<file path="config.mk">
export PLATFORM = sky130hd
export DESIGN_NAME = seg7_scroll_ctrl
export DESIGN_NICKNAME = d
export VERILOG_FILES = /design/src/rtl/seg7_pkg.sv /design/src/rtl/seg7_hex_decode.sv /design/src/rtl/seg7_scroll_ctrl.sv
export SDC_FILE = /design/constraint.sdc
export NUM_CORES = 1
export LEC_CHECK = 0
export CORE_AREA = 2 2 175 126
export CTS_CLUSTER_SIZE = 10
export DETAILED_ROUTE_END_ITERATION = 8
export DIE_AREA = 0 0 177 128
export HOLD_SLACK_MARGIN = 0.15
export PLACE_DENSITY = 0.8
export SLEW_MARGIN = 10
export SYNTH_ARGS = -nofsm -noshare
export SYNTH_HDL_FRONTEND = slang
export SYNTH_SLANG_ARGS = --single-unit
export TNS_END_PERCENT = 100
</file>
<file path="constraint.sdc">
create_clock -name clk -period 6.7 [get_ports clk]
set_input_delay 1.34 -clock clk [delete_from_list [all_inputs] [get_ports clk]]
set_output_delay 1.34 -clock clk [all_outputs]
set_load 0.02 [all_outputs]
</file>
<file path="src/rtl/seg7_pkg.sv">
// Shared constants for the seven-segment scroll controller: register map,
// CTRL bit positions, blank pattern and the hex-to-segment table.
package seg7_pkg;

    // Avalon word addresses of the four registers.
    typedef enum logic [1:0] {
        ADDR_DATA   = 2'd0,
        ADDR_CTRL   = 2'd1,
        ADDR_PERIOD = 2'd2,
        ADDR_STATUS = 2'd3
    } reg_addr_e;

    // Bit positions inside the CTRL register.
    localparam int CTRL_EN     = 0;
    localparam int CTRL_BLINK  = 1;
    localparam int CTRL_SCROLL = 2;
    localparam int CTRL_DIR    = 3;
    localparam int CTRL_DP_LSB = 8;

    // All segments and the decimal point off (active-low).
    localparam logic [7:0] SEG_BLANK = 8'hFF;

    // Active-low {g,f,e,d,c,b,a} patterns; entry k is hex digit k
    // (entry 0 is the rightmost element of the concatenation).
    localparam logic [15:0][6:0] HEX_SEG_TABLE = {
        7'h0E, 7'h06, 7'h21, 7'h46, 7'h03, 7'h08, 7'h10, 7'h00,
        7'h78, 7'h02, 7'h12, 7'h19, 7'h30, 7'h24, 7'h79, 7'h40
    };

endpackage

</file>
<file path="src/rtl/seg7_hex_decode.sv">
// Combinational hex nibble to active-low seven-segment decoder.
module seg7_hex_decode
    import seg7_pkg::*;
(
    input  logic [3:0] hex_in,
    output logic [6:0] seg_n
);

    // Straight table lookup; the table already holds active-low patterns.
    always_comb begin
        seg_n = HEX_SEG_TABLE[hex_in];
    end

endmodule

</file>
<file path="src/rtl/seg7_scroll_ctrl.sv">
// Avalon-MM slave driving up to eight seven-segment digits. Holds the hex
// nibbles, a control word and a tick period; the tick generator drives
// blinking (phase) and circular scrolling (offset) of the displayed digits.
// NUM_DIGITS must stay within 1..8 because the offset register is 3 bits.
module seg7_scroll_ctrl
    import seg7_pkg::*;
#(
    parameter int          NUM_DIGITS     = 6,
    parameter logic [31:0] DEFAULT_PERIOD = 32'd50000000
) (
    input  logic                    clk,
    input  logic                    reset,
    input  logic [1:0]              avs_address,
    input  logic                    avs_write,
    input  logic [31:0]             avs_writedata,
    input  logic                    avs_read,
    output logic [31:0]             avs_readdata,
    output logic [8*NUM_DIGITS-1:0] seg7_export
);

    localparam logic [2:0] LAST_DIGIT = 3'(NUM_DIGITS - 1);

    reg_addr_e addr;

    logic [4*NUM_DIGITS-1:0] data_q, data_d;
    logic                    en_q, en_d;
    logic                    blink_q, blink_d;
    logic                    scroll_q, scroll_d;
    logic                    dir_q, dir_d;
    logic [NUM_DIGITS-1:0]   dp_q, dp_d;
    logic [31:0]             period_q, period_d;
    logic [31:0]             tick_cnt_q, tick_cnt_d;
    logic [2:0]              offset_q, offset_d;
    logic                    phase_q, phase_d;
    logic [31:0]             readdata_q, readdata_d;
    logic [8*NUM_DIGITS-1:0] export_q, export_d;

    logic        wr_data, wr_ctrl, wr_period, status_clr;
    logic [31:0] period_m1;
    logic        tick;
    logic [2:0]  offset_step;
    logic [31:0] ctrl_rd;
    logic        blank;

    logic [3:0] rot_nib [NUM_DIGITS];
    logic [6:0] seg_raw [NUM_DIGITS];

    assign addr = reg_addr_e'(avs_address);

    // Decode write strobes and generate the tick from the pre-write counter/period.
    always_comb begin
        wr_data    = avs_write && (addr == ADDR_DATA);
        wr_ctrl    = avs_write && (addr == ADDR_CTRL);
        wr_period  = avs_write && (addr == ADDR_PERIOD);
        status_clr = avs_write && (addr == ADDR_STATUS) && avs_writedata[0];
        period_m1  = (period_q == 32'd0) ? 32'd0 : period_q - 32'd1;
        tick       = (tick_cnt_q >= period_m1);
        if (dir_q) begin
            offset_step = (offset_q == 3'd0) ? LAST_DIGIT : offset_q - 3'd1;
        end else begin
            offset_step = (offset_q == LAST_DIGIT) ? 3'd0 : offset_q + 3'd1;
        end
    end

    // Next register state: tick effects first, then writes, then STATUS clear wins over all.
    always_comb begin
        data_d     = data_q;
        en_d       = en_q;
        blink_d    = blink_q;
        scroll_d   = scroll_q;
        dir_d      = dir_q;
        dp_d       = dp_q;
        period_d   = period_q;
        tick_cnt_d = tick ? 32'd0 : tick_cnt_q + 32'd1;
        offset_d   = (tick && scroll_q) ? offset_step : offset_q;
        phase_d    = blink_q ? (phase_q ^ tick) : 1'b0;
        if (wr_data) begin
            data_d = avs_writedata[4*NUM_DIGITS-1:0];
        end
        if (wr_ctrl) begin
            en_d     = avs_writedata[CTRL_EN];
            blink_d  = avs_writedata[CTRL_BLINK];
            scroll_d = avs_writedata[CTRL_SCROLL];
            dir_d    = avs_writedata[CTRL_DIR];
            dp_d     = avs_writedata[CTRL_DP_LSB +: NUM_DIGITS];
        end
        if (wr_period) begin
            period_d   = avs_writedata;
            tick_cnt_d = 32'd0;
        end
        if (status_clr) begin
            offset_d   = 3'd0;
            phase_d    = 1'b0;
            tick_cnt_d = 32'd0;
        end
    end

    // Read mux; the result is captured only on a read strobe and held otherwise.
    always_comb begin
        ctrl_rd                                 = 32'd0;
        ctrl_rd[CTRL_EN]                        = en_q;
        ctrl_rd[CTRL_BLINK]                     = blink_q;
        ctrl_rd[CTRL_SCROLL]                    = scroll_q;
        ctrl_rd[CTRL_DIR]                       = dir_q;
        ctrl_rd[CTRL_DP_LSB +: NUM_DIGITS]      = dp_q;
        readdata_d                              = readdata_q;
        if (avs_read) begin
            case (addr)
                ADDR_DATA:   readdata_d = 32'(data_q);
                ADDR_CTRL:   readdata_d = ctrl_rd;
                ADDR_PERIOD: readdata_d = period_q;
                ADDR_STATUS: readdata_d = {23'd0, phase_q, 5'd0, offset_q};
                default:     readdata_d = 32'd0;
            endcase
        end
    end

    // Rotate the nibbles so digit i shows nibble (i + offset) mod NUM_DIGITS.
    always_comb begin
        for (int i = 0; i < NUM_DIGITS; i++) begin
            int sel;
            sel = i + int'(offset_q);
            if (sel >= NUM_DIGITS) begin
                sel = sel - NUM_DIGITS;
            end
            rot_nib[i] = data_q[4*sel +: 4];
        end
    end

    for (genvar g = 0; g < NUM_DIGITS; g++) begin : g_dec
        seg7_hex_decode u_dec (
            .hex_in (rot_nib[g]),
            .seg_n  (seg_raw[g])
        );
    end

    // Compose each digit byte, blanking the whole display when disabled or in the off blink phase.
    always_comb begin
        blank = !en_q || (blink_q && phase_q);
        for (int i = 0; i < NUM_DIGITS; i++) begin
            export_d[8*i +: 8] = blank ? SEG_BLANK : {~dp_q[i], seg_raw[i]};
        end
    end

    // State, read-data and export registers with asynchronous reset.
    always_ff @(posedge clk or posedge reset) begin
        if (reset) begin
            data_q     <= '0;
            en_q       <= 1'b0;
            blink_q    <= 1'b0;
            scroll_q   <= 1'b0;
            dir_q      <= 1'b0;
            dp_q       <= '0;
            period_q   <= DEFAULT_PERIOD;
            tick_cnt_q <= 32'd0;
            offset_q   <= 3'd0;
            phase_q    <= 1'b0;
            readdata_q <= 32'd0;
            export_q   <= '1;
        end else begin
            data_q     <= data_d;
            en_q       <= en_d;
            blink_q    <= blink_d;
            scroll_q   <= scroll_d;
            dir_q      <= dir_d;
            dp_q       <= dp_d;
            period_q   <= period_d;
            tick_cnt_q <= tick_cnt_d;
            offset_q   <= offset_d;
            phase_q    <= phase_d;
            readdata_q <= readdata_d;
            export_q   <= export_d;
        end
    end

    assign avs_readdata = readdata_q;
    assign seg7_export  = export_q;

endmodule

</file>
==> results of run 1 <==
placed cells by master, fill, tap and decap left out, types with 27 or more instances in the layout:
cell                              count
sky130_fd_sc_hd__mux2_2              82
sky130_fd_sc_hd__xor2_1              37
sky130_fd_sc_hd__o21ai_0             40
sky130_fd_sc_hd__nor2_1              88
sky130_fd_sc_hd__dfstp_2             60
sky130_fd_sc_hd__xnor2_1             27
sky130_fd_sc_hd__a21oi_1             43
sky130_fd_sc_hd__nand2_1            106
sky130_fd_sc_hd__inv_1               61
sky130_fd_sc_hd__mux2i_1             75
sky130_fd_sc_hd__ha_1                91
sky130_fd_sc_hd__clkdlybuf4s50_1    117
sky130_fd_sc_hd__dfrtp_1            121
sky130_fd_sc_hd__nand3_1             45
kinds of logic after synthesis:
group,after synthesis
AOI/OAI and AO/OA,218
adders and majority gates,91
muxes,165
buffers and inverters,114
and+or+nand+nor,376
DFF,182
xor gates and xnor gates,66
registers in the layout, summed over array words and instances (netlist names):
signal        cells
seg7_export      48
avs_readdata     32
period_q         32
tick_cnt_q       32
data_q           24
dp_q              6
offset_q          3
blink_q           1
dir_q             1
en_q              1
phase_q           1
scroll_q          1
power breakdown:
group / internal (W) / switching, W / leakage (nW)
logic: 0.000749 / 0.000944 / 3.68
clock network: 0.000539 / 0.000455 / 0.282
registers: 0.00141 / 0.000186 / 2.18
total: 0.00269 / 0.00159 / 6.14
worst max path at each step:
| stage | start | endpoint | slack [ns] | cells after the start |
|---|---|---|---|---|
| after floorplan | reset | avs_readdata[0] | 0.52 | 1 |
| after global placement | period_q[24] | tick_cnt_q[3] | 1.87 | 12 |
| after detailed placement | period_q[24] | tick_cnt_q[25] | 1.63 | 12 |
| after CTS | period_q[24] | tick_cnt_q[2] | 1.61 | 12 |
| after global routing | period_q[24] | tick_cnt_q[10] | 0.98 | 12 |
| final | period_q[24] | tick_cnt_q[2] | 1.47 | 12 |
through the flow:
step | utilization | instance area, µm² | worst slack [ns] | cells | total power, W
after floorplan | - | 11990 | 0.5156 | 1212 | 0.002684
after global placement | 0.6343 | 13390 | 1.873 | 1572 | 0.003229
after detailed placement | 0.6343 | 13390 | 1.632 | 1572 | 0.003267
after CTS | 0.6617 | 13970 | 1.609 | 1604 | 0.004275
after global routing | 0.6617 | 13970 | 0.9840 | 1604 | 0.004521
final | 0.6617 | 13970 | 1.474 | 1604 | 0.004280
cell usage after synthesis (10+ instances only):
cell type                  instances  share of area
sky130_fd_sc_hd__xor2_1           37          0.027
sky130_fd_sc_hd__clkbuf_1         30         0.0094
sky130_fd_sc_hd__a31oi_1          10         0.0052
sky130_fd_sc_hd__and3_1           18         0.0094
sky130_fd_sc_hd__nand2_1         106          0.033
sky130_fd_sc_hd__dfrtp_1         122           0.25
sky130_fd_sc_hd__o21ai_0          40          0.017
sky130_fd_sc_hd__mux2i_1          75          0.063
sky130_fd_sc_hd__mux2_2           82          0.077
sky130_fd_sc_hd__nor2_1           88          0.028
sky130_fd_sc_hd__a21o_1           15         0.0094
sky130_fd_sc_hd__a21oi_1          43          0.018
sky130_fd_sc_hd__ha_1             91          0.095
sky130_fd_sc_hd__nand2b_1         18         0.0094
sky130_fd_sc_hd__nand4_1          24          0.013
sky130_fd_sc_hd__nor4_1           13         0.0068
sky130_fd_sc_hd__xnor2_1          27          0.020
sky130_fd_sc_hd__dfstp_2          60           0.13
sky130_fd_sc_hd__inv_1            62          0.019
sky130_fd_sc_hd__o22ai_1          18         0.0094
sky130_fd_sc_hd__nor3_1           21         0.0088
sky130_fd_sc_hd__o221ai_1         16          0.012
sky130_fd_sc_hd__nand3_1          45          0.019
area by class of cell:
type,instances,share of cell area
Clock inverter,12,0.008687
Sequential cell,182,0.3315
Multi-Input combinational cell,916,0.4946
Tap cell,282,0.02526
Clock buffer,20,0.03269
Timing Repair Buffer,128,0.08974
Inverter,64,0.01755
per-layer routing:
metal  global-route usage  up-vias  part of all wire
met5                    0        -                 0
met4              0.06417        0             0.015
met2               0.3788      417              0.41
met1               0.4298     4795              0.49
met3              0.05753       35             0.085
li1                     -     4568                 -
worst max-delay path, stage by stage (launching register included):
cell	delay, ns
sky130_fd_sc_hd__dfrtp_1	0.46
sky130_fd_sc_hd__or4_1	0.61
sky130_fd_sc_hd__nor4_1	0.73
sky130_fd_sc_hd__nand3_1	0.97
sky130_fd_sc_hd__nand2_1	0.27
sky130_fd_sc_hd__ha_1	0.28
sky130_fd_sc_hd__a21o_1	0.16
sky130_fd_sc_hd__a211oi_1	0.22
sky130_fd_sc_hd__o21ai_0	0.11
sky130_fd_sc_hd__a21o_1	0.19
sky130_fd_sc_hd__a21o_1	0.21
sky130_fd_sc_hd__a211o_1	0.65
sky130_fd_sc_hd__nor2_1	0.27
==> metrics.sh, run 1 <==
RUN_STATUS='completed'
FINAL.FILL_COUNT=1627
ANTENNA_VIOLATING_NETS_POST_ROUTE=0
SYN_AREA_MM2=0.01199
DOMINANT_COMBINATIONAL_CELL_FAMILY_BY_AREA_AFTER_SYNTHESIS='multiplexers'
SYNTH_XOR_AREA_FRAC=0.04947
SYNTH-COMPOUND-AREA-SHARE=0.1269
GRT_SETUP_UNREPAIRED='no'
MAX_CAP_VIOLATIONS=0
FINAL.HOLD.WORST_SLACK_NS=0.4561
IO_BUFFER_COUNT=117
CLOCK_INSERTION_DELAY_WORST_SKEW_NS=0.44
POSTSYNTHCELLCOUNT=1212
AREAGROWTHSYNTHTOFINISH_PCT=16.53
CLOCK-ROOT-BUFFER='sky130_fd_sc_hd__clkbuf_16'
FINAL-HOLD-VIOLATION-COUNT=0
DRT-PASS1-ITER-COUNT=7
HTREEDEPTH=4
CLK_SKEW_NS=0.01110
SYNTH_FA_HA_AREA_FRAC=0.09497
CRIT_PATH_MAX_FANOUT=32
YS_SEQ_ELEMENTS=182
HOLD-PATH-ENDPOINT='seg7_export[7]'
GROUTE.USAGE.OVERALL=0.2724
DR_TOTAL_VIAS=9815
POST_SYNTH.CELL_AREA_AVG_UM2=9.892
FP.COREAREA_MM2=0.02111
WORST-ENDPOINT-ARRIVAL_NS=5.57
WORSTREG2REGSTART='period_q[24]'
AVGVIACOUNTPERCELL=6.119
COUNT_OF_ROUTING_VIOLATIONS_AFTER_THE_OPENING_DETAILED_ROUTE_ITERATION=944
POST_SYNTH_SIMPLE_GATE_AREA=0.1515
ASYNCSETRESETFLOPFRACSYNTH=1.000
SETUP.WORST_PATH.START_CLASS='register'
GRT_ANTENNA_BEFORE_REPAIR=0
SETUP_TNS_NS=0
TIMING.MAX_SLEW.REL_SLACK=0.2852
MAXIMUM_NUMBER_OF_PINS_ON_ONE_NET_BEFORE_GLOBAL_ROUTE_REPAIR=81
FINALSETUPVIOLATIONS=0
FINALWIRELENGTH_MM=30.18
IRDROPWORSTVDD_mV=0.1756
GRT_FIRST_PASS_WIRELENGTH_MM=48.44
MUXSHAREOFSYNTHAREA=0.1531
TIMING.SETUP.CRITICAL_PATH_CLASS='register to register'
CTS_POST_SETUP_BUFFERS_INSERTED=0
SYNTH.YOSYS.SEQ_AREA_SHARE=0.3861
CLK_PIN_SLEW_WORST_PATHS_NS=0.07
CLOCK_TREE.BUFFER_DEPTH=2
WL_PER_CELL_UM=18.82
RR_WORST_DEPTH=12
YS_WARN_COUNT=0
CRITICAL_PATH_REQUIRED_NS=7.05
SYNTH_FP_NETS=1341
R2R_SETUP_SLACK_NS=1.47
MULTI_INPUT_COMB_AREA_MM2=0.006910
NUMBER_OF_INSTANCES_ON_THE_WORST_HOLD_PATH=1
FMAX_MHz=191.4
CLKSINKCOUNT=182
HPWLAFTERDP_MM=22.31
CTS.REPAIR.RESIZED=0
TIMING.FINAL.CRIT_PERIOD_NS=5.226
FINALNETCOUNT=1438
INITIAL_UTIL=0.5678
DOMINANTREGCELLSYNTH='sky130_fd_sc_hd__dfrtp_1'
SETUP.WORST_PATH.END_CLASS='register'
CTS_BUFFERS=17
POWER_LEAKAGE_nW=6.138
POWER.DENSITY_mW_PER_MM2=306.3
SLEW_VIOL_FINAL=0
STD_CELL_ROWS=45
PLACE.GP.CONGESTION=0.9383
DRT_DRC_VIOLATIONS_LEFT=0
GLOBALROUTEOVERFLOWTOTAL=0
SYNTH_EDF_COUNT=0
TRITONCTS='built'
FINAL.PERIOD_UTILIZATION=0.7800
POST_ROUTE_CELLS_DRIVE_ABOVE_1_SHARE=0.1619
CTSHOLDBUFFERS=0
DIE_HEIGHT_UM=128
NUMBER_OF_GLOBAL_ROUTE_VIAS_BEFORE_REPAIR=9044
N_ANTENNA_CELL=0
MIN-DELAY-PATH-CLASS='register to register'
FLOORPLAN.DIE_AREA_MM2=0.02266
REG2REG_TO='tick_cnt_q[2]'
DIE_X_UM=177
HP-START='dp_q[0]'
NUM_IO_PINS=118
FF_LATCH_AREA_MM2=0.004631
WORSTMARGINPINSLEW_NS=1.069
SYNTHDISTINCTLIBCELLS=83
Power figures use the tool's default switching activity.
==> inputs of run 2 (changes only) <==
--- a/config.mk
+++ b/config.mk
@@ -5,12 +5,12 @@
 export SDC_FILE = /design/constraint.sdc
 export NUM_CORES = 1
 export LEC_CHECK = 0
-export CORE_AREA = 2 2 175 126
+export CORE_AREA = 2 2 183 131
 export CTS_CLUSTER_SIZE = 10
 export DETAILED_ROUTE_END_ITERATION = 8
-export DIE_AREA = 0 0 177 128
+export DIE_AREA = 0 0 185 133
 export HOLD_SLACK_MARGIN = 0.15
-export PLACE_DENSITY = 0.8
+export PLACE_DENSITY = 0.77
 export SLEW_MARGIN = 10
 export SYNTH_ARGS = -nofsm -noshare
 export SYNTH_HDL_FRONTEND = slang
==> constraint.sdc (replaced) <==
create_clock -name clk -period 4.3 [get_ports clk]
set_input_delay 0.86 -clock clk [delete_from_list [all_inputs] [get_ports clk]]
set_output_delay 0.86 -clock clk [all_outputs]
set_load 0.02 [all_outputs]
==> run 2 against run 1 <==
Cell count is 3.1% higher. Routed wire length increased by 3.8%. Critical path depth is 4 higher. Critical path type unchanged. Clock skew about the same. Largest power group unchanged. Largest cell class unchanged.
==> metrics.sh, run 2 (synthesis gave the netlist of run 1 again) <==
TIMING.MAX_SLEW.REL_SLACK=0.2181
SLEW_VIOL_FINAL=0
MAX_CAP_VIOLATIONS=0
DR_TOTAL_VIAS=9768
GLOBALROUTEOVERFLOWTOTAL=0
INITIAL_UTIL=0.5201
AVGVIACOUNTPERCELL=5.909
POWER.TOTAL_W=0.006799
DETAILED_PLACE.AREA_MM2=0.01354
CLOCK_INSERTION_DELAY_WORST_SKEW_NS=0.43
CRIT_PATH_MAX_FANOUT=6
IO_BUFFER_COUNT=117
PLACE.GP.CONGESTION=0.9439
DIE_X_UM=185
FINAL.HOLD.WORST_SLACK_NS=0.4535
FINAL-HOLD-VIOLATION-COUNT=0
IRDROPWORSTVDD_mV=0.3175
HPWLAFTERDP_MM=22.83
CLOCK_TREE.BUFFER_DEPTH=2
MAXIMUM_NUMBER_OF_PINS_ON_ONE_NET_BEFORE_GLOBAL_ROUTE_REPAIR=183
GRT_SETUP_UNREPAIRED='no'
WORST-ENDPOINT-ARRIVAL_NS=4.35
CTS_BUFFERS=17
DIE_HEIGHT_UM=133
FLOORPLAN.DIE_AREA_MM2=0.02461
FINALNETCOUNT=1451
NUM_IO_PINS=118
N_ANTENNA_CELL=0
POWER.DENSITY_mW_PER_MM2=480.5
CRITICAL_PATH_REQUIRED_NS=4.67
GRT_FIRST_PASS_WIRELENGTH_MM=49.34
FINALSETUPVIOLATIONS=0
FINAL_UTIL=0.6139
CLK_SKEW_NS=0.01085
TIMING.SETUP.CRITICAL_PATH_CLASS='register to register'
NUMBER_OF_GLOBAL_ROUTE_VIAS_BEFORE_REPAIR=9116
FP.COREAREA_MM2=0.02305
CLK_PIN_SLEW_WORST_PATHS_NS=0.07
ANTENNA_VIOLATING_NETS_POST_ROUTE=0
FMAX_MHz=251.7
CLKSINKCOUNT=182
WL_PER_CELL_UM=18.95
SETUP.WORST_PATH.START_CLASS='register'
STD_CELL_ROWS=47
CLOCK-ROOT-BUFFER='sky130_fd_sc_hd__clkbuf_16'
SETUP.WORST_PATH.END_CLASS='register'
POWER_LEAKAGE_nW=6.207
MOST-COMMON-LAYOUT-CELLS='121 x sky130_fd_sc_hd__dfrtp_1, 116 x sky130_fd_sc_hd__clkdlybuf4s50_1, 106 x sky130_fd_sc_hd__nand2_1'
SETUP_TNS_NS=0
GROUTE.USAGE.OVERALL=0.2550
AREAGROWTHSYNTHTOFINISH_PCT=18.03
LARGEST_REGISTER_FFS=48
RUN_STATUS='completed'
POST_ROUTE_CELLS_DRIVE_ABOVE_1_SHARE=0.1708
HTREEDEPTH=4
MOSTFREQUENTLAYOUTCELL='sky130_fd_sc_hd__dfrtp_1'
MIN-DELAY-PATH-CLASS='register to register'
COUNT_OF_ROUTING_VIOLATIONS_AFTER_THE_OPENING_DETAILED_ROUTE_ITERATION=1006
FINALWIRELENGTH_MM=31.33
DRT-PASS1-ITER-COUNT=7
TRITONCTS='built'
DRT_DRC_VIOLATIONS_LEFT=0
GRT_ANTENNA_BEFORE_REPAIR=0
FINAL.PERIOD_UTILIZATION=0.9240
WORSTMARGINPINSLEW_NS=1.173
TIMING.FINAL.CRIT_PERIOD_NS=3.973
POST-ROUTE-CELL-AREA_MM2=0.01415
==> run 2: changes by cell type in the layout (fill, tap and decap cells not counted), sizes merged <==
cell           delta
clkbuf            +2
clkinv            -4
inv               -2
clkdlybuf4s50     -1
bufinv            +2
clkinvlp          +2
buf              +14
==> run 2: path summary, 6_finish.rpt <==
path                                          to  cells after the start        start  slack (ns)
worst max-delay path              seg7_export[8]                     16  offset_q[1]        0.33
worst min-delay path              seg7_export[7]                      1      dp_q[0]        0.45
worst max register to register    seg7_export[8]                     16  offset_q[1]        0.33
worst min register to register    seg7_export[7]                      1      dp_q[0]        0.45
max in group asynchronous            offset_q[0]                      3        reset        2.49
min in group asynchronous       avs_readdata[14]                      3        reset        1.10
==> run 2: metrics by stage <==
step / std cells / setup WS, ns
after floorplan: 1212 / 0.04857
after global placement: 1621 / 0.4294
after detailed placement: 1621 / 0.2833
after CTS: 1653 / 0.2549
after global routing: 1653 / 0.04442
final: 1653 / 0.3267
==> run 2: layout make-up <==
cell class              instances  area [µm²]
clock buffers                  22       454.2
inverters                      64       244.0
repair buffers                141        1359
well taps                     318       397.9
flip-flops and latches        182        4631
fillers                      1846        8901
clock inverters                10       145.1
multi-input cells             916        6920
==> run 2: critical path, stage by stage (launching register included) <==
cell	delay, ns
sky130_fd_sc_hd__dfrtp_1	0.46
sky130_fd_sc_hd__ha_1	0.30
sky130_fd_sc_hd__xnor2_2	0.22
sky130_fd_sc_hd__inv_2	0.11
sky130_fd_sc_hd__ha_1	0.19
sky130_fd_sc_hd__inv_1	0.06
sky130_fd_sc_hd__ha_1	0.27
sky130_fd_sc_hd__inv_1	0.14
sky130_fd_sc_hd__a32o_1	0.27
sky130_fd_sc_hd__nor2_1	0.34
sky130_fd_sc_hd__mux2_2	0.39
sky130_fd_sc_hd__and2_1	0.21
sky130_fd_sc_hd__inv_1	0.13
sky130_fd_sc_hd__ha_1	0.15
sky130_fd_sc_hd__inv_1	0.04
sky130_fd_sc_hd__or4_1	0.51
sky130_fd_sc_hd__nand4_1	0.10
==> run 2: power by group <==
| group | switching (W) | internal [W] | leakage, nW |
|---|---|---|---|
| registers | 0.000279 | 0.00219 | 2.18 |
| clock network | 0.000699 | 0.000937 | 0.285 |
| logic | 0.00151 | 0.00119 | 3.74 |
==> run 2: per-layer routing <==
metal	part of all wire	GRT usage	vias up
met5	0	0	-
met4	0.013	0.06349	0
met3	0.091	0.06551	36
met2	0.41	0.3523	413
met1	0.48	0.3943	4718
li1	-	-	4601
==> run 2: timing repair <==
action                                  4_1_cts  5_1_grt
hold buffers                                  0        0
resized for setup                             0        3
setup buffers                                 0        0
endpoints found under the setup margin        0       11
